### src/rtl/eth_pkt_gen_pkg.sv
// Shared types and constants for the AXI-Stream packet generator.
//   pkt_mode_t     : payload source selector (counter / PRBS31 / fixed)
//   gen_state_t    : generator FSM encoding
//   PRBS_*         : PRBS31 polynomial x^31 + x^28 + 1 taps and seed
//   last_keep_mask : tkeep pattern for the final beat of a packet
package eth_pkt_gen_pkg;

    typedef enum logic [1:0] {
        COUNTER = 2'd0,
        PRBS31  = 2'd1,
        FIXED   = 2'd2
    } pkt_mode_t;

    typedef enum logic [1:0] {
        IDLE = 2'd0,
        SEND = 2'd1,
        GAP  = 2'd2
    } gen_state_t;

    localparam int unsigned PRBS_LEN    = 31;
    localparam int unsigned PRBS_TAP_HI = 30;  // x^31 term
    localparam int unsigned PRBS_TAP_LO = 27;  // x^28 term
    localparam logic [PRBS_LEN-1:0] PRBS_SEED = '1;

    // rem is bytes mod BPB; caller keeps the low BPB bits of the result.
    function automatic logic [7:0] last_keep_mask(input logic [2:0] rem);
        logic [7:0] m;
        if (rem == 3'd0) begin
            m = 8'hFF;
        end else begin
            m = (8'h01 << rem) - 8'h01;
        end
        return m;
    endfunction

endpackage

### src/rtl/prbs_gen.sv
// PRBS31 word generator (x^31 + x^28 + 1), OUT_WIDTH new bits per advance.
//   clk, reset : clock and synchronous active-high reset (state -> all ones)
//   advance    : consume the current word and step the LFSR by OUT_WIDTH bits
//   data       : word for the next consumer, first-generated bit in the MSB
module prbs_gen
    import eth_pkt_gen_pkg::*;
#(
    parameter int unsigned OUT_WIDTH = 16
) (
    input  logic                 clk,
    input  logic                 reset,
    input  logic                 advance,
    output logic [OUT_WIDTH-1:0] data
);

    logic [PRBS_LEN-1:0] state_q, state_d;

    function automatic logic [PRBS_LEN-1:0] step_state(input logic [PRBS_LEN-1:0] s);
        logic [PRBS_LEN-1:0] t;
        t = s;
        for (int i = 0; i < OUT_WIDTH; i++) begin
            t = {t[PRBS_LEN-2:0], t[PRBS_TAP_HI] ^ t[PRBS_TAP_LO]};
        end
        return t;
    endfunction

    function automatic logic [OUT_WIDTH-1:0] word_of(input logic [PRBS_LEN-1:0] s);
        logic [PRBS_LEN-1:0]  t;
        logic [OUT_WIDTH-1:0] w;
        t = s;
        w = '0;
        for (int i = 0; i < OUT_WIDTH; i++) begin
            w = {w[OUT_WIDTH-2:0], t[PRBS_TAP_HI] ^ t[PRBS_TAP_LO]};
            t = {t[PRBS_LEN-2:0], t[PRBS_TAP_HI] ^ t[PRBS_TAP_LO]};
        end
        return w;
    endfunction

    // data follows state_d so a consumer registering it on the advancing edge
    // picks up the fresh word rather than the one just consumed.
    always_comb begin
        state_d = advance ? step_state(state_q) : state_q;
        data    = word_of(state_d);
    end

    always_ff @(posedge clk) begin
        if (reset) begin
            state_q <= PRBS_SEED;
        end else begin
            state_q <= state_d;
        end
    end

endmodule

### src/rtl/eth_packet_gen.sv
// AXI-Stream traffic generator for the MAC TX path.
//   start/stop        : run control; start accepted only when idle, stop ends at a packet boundary
//   cfg_*             : mode, packet bytes, inter-packet gap, packet count, fixed payload
//   m_axis_*          : AXI-Stream master, all outputs registered
//   busy/done         : busy in SEND or GAP; done pulses once when a run ends
//   pkts_sent         : packets completed since the last accepted start
// tdata[15:0] is the zero-based beat index; upper bits come from the selected payload mode.
module eth_packet_gen
    import eth_pkt_gen_pkg::*;
#(
    parameter int unsigned DATA_WIDTH = 32,
    parameter int unsigned LEN_WIDTH  = 16
) (
    input  logic                    clk,
    input  logic                    reset,
    input  logic                    start,
    input  logic                    stop,
    input  logic [1:0]              cfg_mode,
    input  logic [LEN_WIDTH-1:0]    cfg_pkt_bytes,
    input  logic [LEN_WIDTH-1:0]    cfg_gap,
    input  logic [LEN_WIDTH-1:0]    cfg_num_pkts,
    input  logic [DATA_WIDTH-17:0]  cfg_fixed_data,
    output logic [DATA_WIDTH-1:0]   m_axis_tdata,
    output logic [DATA_WIDTH/8-1:0] m_axis_tkeep,
    output logic                    m_axis_tvalid,
    output logic                    m_axis_tlast,
    input  logic                    m_axis_tready,
    output logic                    busy,
    output logic                    done,
    output logic [LEN_WIDTH-1:0]    pkts_sent
);

    localparam int unsigned BPB = DATA_WIDTH / 8;
    localparam int unsigned BSH = (DATA_WIDTH == 64) ? 3 : 2;
    localparam int unsigned UW  = DATA_WIDTH - 16;

    localparam logic [1:0] ST_IDLE = IDLE;
    localparam logic [1:0] ST_SEND = SEND;
    localparam logic [1:0] ST_GAP  = GAP;

    localparam logic [1:0] MODE_COUNTER = COUNTER;
    localparam logic [1:0] MODE_PRBS    = PRBS31;
    localparam logic [1:0] MODE_FIXED   = FIXED;

    localparam logic [LEN_WIDTH-1:0] LEN_ONE = {{(LEN_WIDTH-1){1'b0}}, 1'b1};

    logic [1:0]            state_q, state_d;
    logic [1:0]            mode_q, mode_d;
    logic [UW-1:0]         fixed_q, fixed_d;
    logic [LEN_WIDTH-1:0]  gap_q, gap_d;
    logic [LEN_WIDTH-1:0]  num_q, num_d;
    logic [LEN_WIDTH-1:0]  last_beat_q, last_beat_d;
    logic [BPB-1:0]        last_keep_q, last_keep_d;
    logic [LEN_WIDTH-1:0]  beat_q, beat_d;
    logic [LEN_WIDTH-1:0]  gap_cnt_q, gap_cnt_d;
    // Also serves as the packet sequence number: both clear on start and
    // step on every tlast handshake.
    logic [LEN_WIDTH-1:0]  pkts_sent_q, pkts_sent_d;
    logic                  stop_pend_q, stop_pend_d;
    logic [DATA_WIDTH-1:0] tdata_q, tdata_d;
    logic [BPB-1:0]        tkeep_q, tkeep_d;
    logic                  tvalid_q, tvalid_d;
    logic                  tlast_q, tlast_d;
    logic                  busy_q, busy_d;
    logic                  done_q, done_d;

    logic                  hs;
    logic [UW-1:0]         prbs_data;
    logic [LEN_WIDTH-1:0]  start_bytes;
    logic [LEN_WIDTH-1:0]  start_last_beat;
    logic [BPB-1:0]        start_last_keep;
    logic [1:0]            start_mode;
    logic [LEN_WIDTH-1:0]  next_pkts;

    assign hs = tvalid_q & m_axis_tready;

    prbs_gen #(
        .OUT_WIDTH(UW)
    ) u_prbs (
        .clk    (clk),
        .reset  (reset),
        .advance(hs),
        .data   (prbs_data)
    );

    function automatic logic [UW-1:0] payload_hi(
        input logic [1:0]           mode,
        input logic [LEN_WIDTH-1:0] seq,
        input logic [UW-1:0]        prbs,
        input logic [UW-1:0]        fixed
    );
        logic [UW-1:0] p;
        case (mode)
            MODE_PRBS:  p = prbs;
            MODE_FIXED: p = fixed;
            default:    p = UW'(seq);
        endcase
        return p;
    endfunction

    // Packet geometry derived from the live cfg inputs, latched on start.
    always_comb begin
        start_bytes     = (cfg_pkt_bytes == '0) ? LEN_ONE : cfg_pkt_bytes;
        start_last_beat = (start_bytes - LEN_ONE) >> BSH;
        start_last_keep = BPB'(last_keep_mask(3'(start_bytes[BSH-1:0])));
        start_mode      = (cfg_mode == 2'd3) ? MODE_COUNTER : cfg_mode;
    end

    always_comb begin
        state_d     = state_q;
        mode_d      = mode_q;
        fixed_d     = fixed_q;
        gap_d       = gap_q;
        num_d       = num_q;
        last_beat_d = last_beat_q;
        last_keep_d = last_keep_q;
        beat_d      = beat_q;
        gap_cnt_d   = gap_cnt_q;
        pkts_sent_d = pkts_sent_q;
        stop_pend_d = stop_pend_q;
        tdata_d     = tdata_q;
        tkeep_d     = tkeep_q;
        tvalid_d    = tvalid_q;
        tlast_d     = tlast_q;
        busy_d      = busy_q;
        done_d      = 1'b0;
        next_pkts   = pkts_sent_q + LEN_ONE;

        case (state_q)
            ST_IDLE: begin
                if (start) begin
                    mode_d      = start_mode;
                    fixed_d     = cfg_fixed_data;
                    gap_d       = cfg_gap;
                    num_d       = cfg_num_pkts;
                    last_beat_d = start_last_beat;
                    last_keep_d = start_last_keep;
                    beat_d      = '0;
                    pkts_sent_d = '0;
                    stop_pend_d = stop;
                    state_d     = ST_SEND;
                    tvalid_d    = 1'b1;
                    busy_d      = 1'b1;
                    tdata_d     = {payload_hi(start_mode, '0, prbs_data, cfg_fixed_data), 16'h0000};
                    tlast_d     = (start_last_beat == '0);
                    tkeep_d     = tlast_d ? start_last_keep : '1;
                end
            end

            ST_SEND: begin
                if (stop) begin
                    stop_pend_d = 1'b1;
                end
                if (hs) begin
                    if (tlast_q) begin
                        pkts_sent_d = next_pkts;
                        if (stop_pend_q || stop || (num_q != '0 && next_pkts == num_q)) begin
                            state_d     = ST_IDLE;
                            tvalid_d    = 1'b0;
                            tlast_d     = 1'b0;
                            busy_d      = 1'b0;
                            done_d      = 1'b1;
                            stop_pend_d = 1'b0;
                        end else if (gap_q == '0) begin
                            beat_d  = '0;
                            tdata_d = {payload_hi(mode_q, next_pkts, prbs_data, fixed_q), 16'h0000};
                            tlast_d = (last_beat_q == '0);
                            tkeep_d = tlast_d ? last_keep_q : '1;
                        end else begin
                            state_d   = ST_GAP;
                            tvalid_d  = 1'b0;
                            tlast_d   = 1'b0;
                            gap_cnt_d = gap_q;
                        end
                    end else begin
                        beat_d  = beat_q + LEN_ONE;
                        tdata_d = {payload_hi(mode_q, pkts_sent_q, prbs_data, fixed_q),
                                   16'(beat_d)};
                        tlast_d = (beat_d == last_beat_q);
                        tkeep_d = tlast_d ? last_keep_q : '1;
                    end
                end
            end

            ST_GAP: begin
                if (stop) begin
                    state_d     = ST_IDLE;
                    busy_d      = 1'b0;
                    done_d      = 1'b1;
                    stop_pend_d = 1'b0;
                end else if (gap_cnt_q <= LEN_ONE) begin
                    // Last idle cycle: tvalid rises next cycle, giving exactly cfg_gap idles.
                    state_d  = ST_SEND;
                    tvalid_d = 1'b1;
                    beat_d   = '0;
                    tdata_d  = {payload_hi(mode_q, pkts_sent_q, prbs_data, fixed_q), 16'h0000};
                    tlast_d  = (last_beat_q == '0);
                    tkeep_d  = tlast_d ? last_keep_q : '1;
                end else begin
                    gap_cnt_d = gap_cnt_q - LEN_ONE;
                end
            end

            default: begin
                state_d = ST_IDLE;
            end
        endcase
    end

    always_ff @(posedge clk) begin
        if (reset) begin
            state_q     <= ST_IDLE;
            mode_q      <= MODE_COUNTER;
            fixed_q     <= '0;
            gap_q       <= '0;
            num_q       <= '0;
            last_beat_q <= '0;
            last_keep_q <= '0;
            beat_q      <= '0;
            gap_cnt_q   <= '0;
            pkts_sent_q <= '0;
            stop_pend_q <= 1'b0;
            tdata_q     <= '0;
            tkeep_q     <= '0;
            tvalid_q    <= 1'b0;
            tlast_q     <= 1'b0;
            busy_q      <= 1'b0;
            done_q      <= 1'b0;
        end else begin
            state_q     <= state_d;
            mode_q      <= mode_d;
            fixed_q     <= fixed_d;
            gap_q       <= gap_d;
            num_q       <= num_d;
            last_beat_q <= last_beat_d;
            last_keep_q <= last_keep_d;
            beat_q      <= beat_d;
            gap_cnt_q   <= gap_cnt_d;
            pkts_sent_q <= pkts_sent_d;
            stop_pend_q <= stop_pend_d;
            tdata_q     <= tdata_d;
            tkeep_q     <= tkeep_d;
            tvalid_q    <= tvalid_d;
            tlast_q     <= tlast_d;
            busy_q      <= busy_d;
            done_q      <= done_d;
        end
    end

    assign m_axis_tdata  = tdata_q;
    assign m_axis_tkeep  = tkeep_q;
    assign m_axis_tvalid = tvalid_q;
    assign m_axis_tlast  = tlast_q;
    assign busy          = busy_q;
    assign done          = done_q;
    assign pkts_sent     = pkts_sent_q;

endmodule
### config.mk
export PLATFORM = sky130hd
export DESIGN_NAME = eth_packet_gen
export DESIGN_NICKNAME = d
export VERILOG_FILES = /design/src/rtl/eth_pkt_gen_pkg.sv /design/src/rtl/prbs_gen.sv /design/src/rtl/eth_packet_gen.sv
export SDC_FILE = /design/constraint.sdc
export NUM_CORES = 1
export LEC_CHECK = 0
export ABC_AREA = 1
export CORE_MARGIN = 10
export CORE_UTILIZATION = 57
export DETAILED_ROUTE_END_ITERATION = 8
export HOLD_SLACK_MARGIN = 0.15
export PLACE_DENSITY = 0.87
export SLEW_MARGIN = 25
export SYNTH_ARGS = -nofsm -noshare
export SYNTH_HDL_FRONTEND = slang
export SYNTH_SLANG_ARGS = --single-unit
export TNS_END_PERCENT = 1
### constraint.sdc
create_clock -name clk -period 3.2 [get_ports clk]
set_input_delay 0.96 -clock clk [delete_from_list [all_inputs] [get_ports clk]]
set_output_delay 0.96 -clock clk [all_outputs]
set_load 0.03 [all_outputs]
# Yosys cells after proc, flatten, opt, wreduce, memory -nomap -nowiden
# Index checks and enable logic that the tools add are counted.
[totals] ff_bits=190
[classes] n_addsub=5 order_cmp=1 eq_ne=23 shifts=1 mux=84 bitwise_logic=33 reduce_logical=22
[op_table] cell="two-way mux 16 bit" n=16
[op_table] cell="two-way mux 32 bit" n=7
[op_table] cell="case mux 16 bit (2 select lines)" n=5
[op_table] cell="case mux 32 bit (3 select lines)" n=1
[op_table] cell="zero test 16 bit" n=4
[op_table] cell="case mux 16 bit (3 select lines)" n=1
[op_table] cell="two-way mux 4 bit" n=11
[op_table] cell="adder 16 x 1 -> 16 bit (second input constant)" n=2
[op_table] cell="subtractor 16 x 1 -> 16 bit (second input constant)" n=2
[op_table] cell="bitwise XOR 1 bit" n=32
[op_table] cell="two-way mux 31 bit" n=1
[op_table] cell="two-way mux 1 bit" n=27
[op_table] cell="AND reduction 7 bit" n=3
[op_table] cell="inequality test 2 bit (second input constant)" n=9
[op_table] cell="== test 16 x 14 -> 1 bit" n=1
[op_table] cell="== test 16 bit" n=1
[op_table] cell="<= comparator 16 x 1 -> 1 bit (second input constant)" n=1
[op_table] cell="two-way mux 2 bit" n=8
[op_table] cell="nonzero test 16 bit" n=1
[op_table] cell="inequality test 3 bit (second input constant)" n=4
[op_table] cell="case mux 1 bit (3 select lines)" n=4
[op_table] cell="case mux 4 bit (3 select lines)" n=1
[op_table] cell="AND reduction 5 bit" n=2
[op_table] cell="== test 2 bit (second input constant)" n=4
[op_table] cell="other kinds (16)" n=21

# Longest topological paths before layout
# Gate-level depths: netlist of the first run.
[depth] ltp_word=9 depth_mapped=19 ltp_nobuf=19

# Hierarchy
# From an unflattened synthesis of the first run, not the netlist that was laid out.
[unflattened] cells_unflattened=1720 hier_area_um2=11165.7
[modules_own_cells] module="eth_packet_gen" instances=1 cells_per_inst=1506 area_per_inst_um2=9654.3 seq_area_each_um2=3183.1
[modules_own_cells] module="prbs_gen" instances=1 cells_per_inst=214 area_per_inst_um2=1511.4 seq_area_each_um2=620.6

# Least setup slack after synthesis of the first run
# Ideal clock, no wire load.
[synth_timing] path_kind="in2reg" from="input cfg_pkt_bytes[8]" to="register tlast_q, in the netlist m_axis_tlast" setup_time_ps=70 arrival_ps=2958 required_ps=3130 path_slack_ps=172 stages=18 n_path_buf=0 cell_sequence="nor2_1 > nand2_1 > nor2_1 > nand3b_1 > nand2_1 > inv_1 > ha_1 > nand3_1 > nor2_1 > xnor2_1 > nand2_1 > nor3b_1 > nand3_1 > nor2_1 > nand3_1 > nand2_1 > inv_1 > a21oi_1"
[synth_via] elab_chain_cells=6
[synth_rtl] item="start, declared" line="eth_packet_gen.sv:19" source="input logic [LEN_WIDTH-1:0] cfg_pkt_bytes,"
[synth_rtl] item="zero test 16 bit" line="eth_packet_gen.sv:103" source="start_bytes = (cfg_pkt_bytes == '0) ? LEN_ONE : cfg_pkt_bytes;"
[synth_rtl] item="two-way mux 16 bit (*)" line="eth_packet_gen.sv:103"
[synth_rtl] item="subtractor 16 x 1 -> 16 bit (*)" line="eth_packet_gen.sv:104" source="start_last_beat = (start_bytes - LEN_ONE) >> BSH;"
[synth_rtl] item="zero test 16 bit (*)" line="eth_packet_gen.sv:145" source="tlast_d = (start_last_beat == '0);"
[synth_rtl] item="two-way mux 1 bit (*)" line="eth_packet_gen.sv:131" source="if (start) begin"
[synth_rtl] item="case mux 1 bit (3 select lines) (*)" line="eth_packet_gen.sv:129" source="case (state_q)"
[synth_rtl] item="end signal, assigned" line="eth_packet_gen.sv:244" source="tlast_q <= tlast_d;"
[synth_rtl] item="end, declared" line="eth_packet_gen.sv:63" source="logic tlast_q, tlast_d;"
# Mark *: on every way between the ends. The rest lies on a longest branch, timed or not. The select of a mux whose other input is x is not followed.
# A chain may end at the register's enable or synchronous reset.

# Worst setup path after layout of the first run
[layout_timing] from="input cfg_pkt_bytes[9]" to="register tlast_q, in the netlist m_axis_tlast"
# The elaborated chain is that of the path after synthesis.

==> reports/metrics.cfg, run 1 <==
[outcome]
status = complete, no violations

[place]
hpwl_um = 23400
portBuffers = 126
place.gp.congestion = 0.934
post-place-ws_ns = -0.458

[drt]
dr.pass1.iters = 6
ant_nets = 0
first_iter_violations = 1106
wl_um = 32700
viasPerCell = 5.69
drc = 0
vias = 11400
wire_per_inst_um = 16.3

[synth]
synth_top_area_cell = dfxtp_1
ys.flop_type = dfxtp_1
avgSynthCellArea_sq_um = 6.56
syn_nets = 1729
synth_top_area_share = 0.353
async_reset_ff_frac = 0
synthesis.area_sq_um = 10800
ys_warn_count = 0
synthTopCellsByCount = nand2_1, nor2_1, dfxtp_1
synth_cells = 1643
ys_seq_elements = 190
synth_edf_count = 0
synth_cell_types = 47
synth-seq-area-share = 0.353
yosysMostFrequentCell = nand2_1
synth_area_leaders = dfxtp_1, nand2_1, nor2_1, o21ai_0, a21oi_1

[final_layout]
diodes = 0
num-fill-cells = 1557
drive_above_1_share = 0.0777
area.growth.synth_to_final_pct = 21.9
nets = 1850

[power]
leakage_nw = 5.56
finalPower_w = 0.0113
p_per_area_nw_per_um2 = 858
ir_worst_vdd_uv = 687

[clock_network]
cts_tree = built
h-tree-depth = 4
clkLatencyLatePin_ns = 0.44
cts_made_buffers = 17
clock_path_buffers = 2
cts_root_buffer = clkbuf_16
cts_num_sinks = 190
cts_setup_buffers = 0
clk_pin_slew_ns = 0.07

[die]
core_area_sq_um = 18600
fp.dieW_um = 157
die-area_sq_um = 24800
ios = 127
die_y_um = 157
rows = 50
initial_utilization = 0.578

[worst_setup_path]
r2r_setup_slack_ns = 0.31
crit_arrival_ns = 3.54
required_ns = 3.57
rr_worst_depth = 17
critPathTopFamily = simple AND/OR/NAND/NOR gates
critPathMaxStageDelay_ns = 0.45
r2r-end = beat_q[5]$_SDFFE_PP0P_
cp.depth = 19
crit_fanout = 4
cp_num_buf_inv = 3
path_class = in -> reg
crit_path_start_kind = input port
path_cells = clkdlybuf4s50_1 > nor2_2 > nand2_2 > nor2_2 > nand3b_1 > nand2_1 > inv_1 > ha_2 > nand3_4 > nor2_2 > xnor2_1 > nand2_1 > nor3b_2 > nand3_2 > nor2_4 > nand3_1 > nand2_1 > inv_1 > a21oi_2
critical_path.slowest_cell = clkdlybuf4s50_1
reg2reg_from = pkts_sent[1]$_SDFFE_PP0P_
endpoint_kind = flip-flop

[global_routing]
gr-total-overflow = 0
track_usage = 0.260
first_global_vias = 10700
antenna_found_initial = 0
grt_first_pass_wirelength_um = 52500
grt_start_max_net_pins = 86

[sta]
hold_viol = 0
min_period_over_period = 0.991
max_freq_mhz = 315
skew_ns = 0.0120
slew_viol_final = 0
setup_viol = 0
layout_setup_ws_ns = 0.0288
slew_headroom = 0.460
worst_pin_slew_ns = 0.809
rsz0062_at_grt = yes
period_minus_slack_ns = 3.17

[worst_hold_path]
whs_path_depth = 2
hp-start = u_prbs.state_q[0]$_SDFFE_PP1P_
min_path_type = reg -> reg
worstHoldEndpoint = u_prbs.state_q[0]$_SDFFE_PP1P_

[run]
cap_violations = 0

==> worst max path at each step <==
stage	endpoint	start
2_1_floorplan	m_axis_tlast$_SDFFE_PP0P_	cfg_pkt_bytes[8]
3_3_place_gp	m_axis_tlast$_SDFFE_PP0P_	cfg_pkt_bytes[10]
3_5_place_dp	m_axis_tlast$_SDFFE_PP0P_	cfg_pkt_bytes[8]
4_1_cts	m_axis_tlast$_SDFFE_PP0P_	cfg_pkt_bytes[8]
5_1_grt	m_axis_tkeep[3]$_SDFFE_PP0P_	cfg_pkt_bytes[15]
6_report	m_axis_tlast$_SDFFE_PP0P_	cfg_pkt_bytes[9]
==> layer usage <==
layer | routed length (um) | vias to the layer above | global-route usage
li1 | - | 5588 | -
met1 | 13300 | 5176 | 0.320
met2 | 15300 | 566 | 0.433
met3 | 2930 | 92 | 0.0510
met4 | 1070 | 0 | 0.111
met5 | 0 | - | 0
==> tightest hold or removal path, cell delays in order, from the launching register on <==
cell     delay [ns]
dfxtp_1        0.33
a21oi_1        0.06
nand2_1        0.06
==> cells in the final DEF, fill, tap and decap left out, types with 4 or more instances in the layout <==
cell type	count
nand4_1	18
clkdlybuf4s50_1	124
clkbuf_16	17
xnor2_1	27
ha_1	14
a21oi_1	146
nand3b_1	7
nor2_2	11
nor3_1	6
xnor3_1	5
o21ai_1	11
or2_2	7
dfxtp_1	190
nor4_1	6
nand2_1	371
a22o_1	9
nand3_1	123
buf_4	56
o21ai_0	161
inv_1	150
xor2_1	33
clkbuf_8	4
nor2_1	211
a21oi_2	4
nor2_4	6
o211ai_1	7
nand2_2	6
==> flip-flops by register name, summed over array words and instances, names as in the netlist, 14 cells and up <==
register / count
gap_q: 16
beat_q: 16
num_q: 16
fixed_q: 16
gap_cnt_q: 16
pkts_sent: 16
u_prbs.state_q: 31
last_beat_q: 14
m_axis_tdata: 32
==> repair_timing <==
item                                    CTS  global route
hold buffers                              0             0
pin swaps                                 0            10
endpoints found under the setup margin    1             4
gates resized for setup                   1            19
==> logic make-up (layout without fill, tap and decap cells) <==
| kind of cell | count (synthesis) | in the layout | share of synthesized area |
|---|---|---|---|
| AND/OR/NAND/NOR | 780 | 780 | 0.306 |
| AO/OA/AOI/OAI | 353 | 353 | 0.174 |
| buffers and inverters | 238 | 370 | 0.0881 |
| flip-flops | 190 | 190 | 0.353 |
| XOR/XNOR | 67 | 67 | 0.0622 |
| adder cells (fa/ha/maj) | 15 | 15 | 0.0174 |
==> stage by stage <==
step	instance area [sq um]	instances	hold slack (ns)	util	TNS [ns]
floorplan	10800	1643	0.439	-	0
global placement	12400	1979	0.455	0.667	-1.18
detailed placement	12400	1979	0.459	0.667	-1.76
CTS	13100	2009	0.475	0.700	0
global route	13100	2009	0.510	0.704	-0.496
finish	13100	2009	0.476	0.704	0
==> power breakdown <==
group | total, W | internal [W] | switching (W) | leakage (nW)
combinational | 0.00565 | 0.00196 | 0.00369 | 3.70
sequential | 0.00338 | 0.00293 | 0.000445 | 1.56
clock | 0.00224 | 0.00131 | 0.000925 | 0.297
total | 0.0113 | 0.00620 | 0.00506 | 5.56
==> area by class of cell <==
type / instances / area, sq um / area share
clock inverter: 7 / 124 / 0.00943
sequential: 190 / 3800 / 0.290
tap: 234 / 293 / 0.0223
multi-input combinational: 1215 / 6100 / 0.464
clock buffer: 23 / 488 / 0.0372
timing repair buffer: 185 / 1740 / 0.132
inverter: 155 / 586 / 0.0446
No activity file was read; power rests on OpenSTA's default activity.
==> run 2, diff against run 1 <==
==> constraint.sdc (replaced) <==
create_clock -name clk -period 3.1 [get_ports clk]
set_input_delay 0.93 -clock clk [delete_from_list [all_inputs] [get_ports clk]]
set_output_delay 0.93 -clock clk [all_outputs]
set_load 0.03 [all_outputs]
==> reports/metrics.cfg, run 2 (same netlist as run 1, synthesis figures left out) <==
[global_routing]
first_global_vias = 10400  ; -2.9%
grt_start_max_net_pins = 68  ; -21%
grtUsageMet2 = 0.415  ; -0.0184
grt_util_met3 = 0.0562  ; +0.00519
track_usage = 0.252  ; -0.00822
grt.busiest_layer = met2
grt_first_pass_wirelength_um = 51200  ; -2.5%
grt.met1_usage = 0.319  ; -0.00148
gr-total-overflow = 0  ; unchanged
antenna_found_initial = 0  ; unchanged

[place]
place.gp.congestion = 0.933  ; about the same
post-place-ws_ns = -0.482  ; -0.0244 ns
placed_cell_area_sq_um = 12500  ; +0.38%
portBuffers = 126  ; unchanged
hpwl_um = 22900  ; -2.4%

[worst_setup_path]
crit_arrival_ns = 3.34  ; -0.20 ns
critical_path.slowest_cell = clkdlybuf4s50_1
path_cells = clkdlybuf4s50_1 > nor2_2 > nand2_1 > nor2_1 > nand3b_1 > nand2_1 > inv_1 > ha_4 > nand3_4 > nor2_4 > xnor2_2 > nand2_1 > nor3b_2 > nand3_2 > nor2_4 > nand3_1 > nand2_1 > inv_1 > a21oi_1
cpMostUsedCell = nand2_1
endpoint_kind = flip-flop
path_class = in -> reg
required_ns = 3.47  ; -0.10 ns
crit_fanout = 4  ; unchanged
crit_path_start_kind = input port
critPathMaxStageDelay_ns = 0.43  ; -0.02 ns

[final_layout]
nets = 1854  ; +0.22%
largest_reg_flops = 32  ; unchanged
multi_input_comb_area_sq_um = 6130  ; +0.57%
area.growth.synth_to_final_pct = 22.7
final_common_cell = nand2_1
stdcell_area_sq_um = 13200  ; +0.70%
diodes = 0  ; unchanged
drive_above_1_share = 0.0814  ; +0.00367
seq_area_sq_um = 3800  ; unchanged
num-fill-cells = 1489  ; -4.4%
final_cell_mix = nand2_1, nor2_1, dfxtp_1

[die]
rows = 50  ; unchanged
core_area_sq_um = 18600  ; unchanged
ios = 127  ; unchanged
die_y_um = 157  ; unchanged
die-area_sq_um = 24800  ; unchanged
fp.dieW_um = 157  ; unchanged
initial_utilization = 0.578  ; unchanged

[clock_network]
clock_path_buffers = 2  ; unchanged
cts_root_buffer = clkbuf_16
clk_pin_slew_ns = 0.07  ; about the same
cts_num_sinks = 190  ; unchanged
hold_buffers = 0  ; unchanged
clkLatencyLatePin_ns = 0.44  ; about the same
h-tree-depth = 4  ; unchanged
cts_tree = built
cts_made_buffers = 17  ; unchanged

[worst_hold_path]
min_path_type = reg -> reg

[drt]
dr.pass1.iters = 6  ; unchanged
ant_nets = 0  ; unchanged
wire_per_inst_um = 15.8  ; -2.7%
wl_um = 31900  ; -2.4%
first_iter_violations = 1289  ; +17%
drc = 0  ; unchanged
viasPerCell = 5.61  ; -1.4%
vias = 11300  ; -1.1%

[sta]
min_period_over_period = 0.957
hold_viol = 0  ; unchanged
slew_viol_final = 0  ; unchanged
worst_pin_slew_ns = 0.733  ; -0.0764 ns
period_minus_slack_ns = 2.97
slew_headroom = 0.511  ; +0.0509
skew_ns = 0.0160  ; +0.00406 ns
max_freq_mhz = 337
setup_viol = 0  ; unchanged
layout_setup_ws_ns = 0.134  ; +0.105 ns

[run]
cap_violations = 0  ; unchanged

[power]
ir_worst_vdd_uv = 634  ; -7.7%
p_per_area_nw_per_um2 = 877  ; +2.2%
leakage_nw = 5.60  ; +0.86%

[outcome]
status = complete, no violations

run 2: power breakdown:
group          total (W)  switching [W]  internal [W]  leakage [nW]
Combinational    0.00583        0.00377       0.00206          3.76
Clock            0.00227        0.00102       0.00125         0.289
Sequential       0.00348       0.000457       0.00303          1.56
Total             0.0116        0.00525       0.00634          5.60
run 2: layout make-up:
type                    instances  area share
flip-flops and latches        190       0.288
inverters                     155      0.0443
repair buffers                189       0.136
clock buffers                  20      0.0345
well taps                     234      0.0221
clock inverters                12      0.0115
multi-input cells            1215       0.464
run 2: metrics by stage:
stage / hold slack, ns / total power [W] / instances / setup TNS (ns) / util
floorplan: 0.439 / 0.00757 / 1643 / 0 / -
global placement: 0.452 / 0.00902 / 1982 / -1.51 / 0.670
detailed placement: 0.464 / 0.00916 / 1982 / -1.84 / 0.670
CTS: 0.482 / 0.0115 / 2014 / 0 / 0.703
global route: 0.505 / 0.0124 / 2015 / -0.214 / 0.709
finish: 0.479 / 0.0116 / 2015 / 0 / 0.709
run 2: path summary, 6_finish.rpt:
| check | cells past startpoint | slack [ns] | endpoint | startpoint |
|---|---|---|---|---|
| worst min register to register | 2 | 0.48 | mode_q[1]$_SDFFE_PP0P_ | mode_q[1]$_SDFFE_PP0P_ |
| worst max-delay path | 19 | 0.13 | m_axis_tlast$_SDFFE_PP0P_ | cfg_pkt_bytes[10] |
| worst min-delay path | 2 | 0.48 | mode_q[1]$_SDFFE_PP0P_ | mode_q[1]$_SDFFE_PP0P_ |
| worst max register to register | 16 | 0.23 | beat_q[4]$_SDFFE_PP0P_ | pkts_sent[1]$_SDFFE_PP0P_ |
run 2: critical path, delay by kind of cell:
family / cells / cell delay, ns
buffers and inverters: 3 / 0.53
xor gates and xnor gates: 1 / 0.17
adders and majority gates: 1 / 0.17
AOI/OAI and AO/OA: 1 / 0.12
and+or+nand+nor: 13 / 1.43
run 2: timing repair:
item	CTS	global route
endpoints found under the setup margin	3	4
buffers inserted	0	1
resized for setup	1	24
pin swaps	0	12
run 2: per-layer routing:
metal	up-vias	wire [um]
met4	0	763
met1	5107	13100
li1	5595	-
met3	52	3100
met5	-	0
met2	547	14900
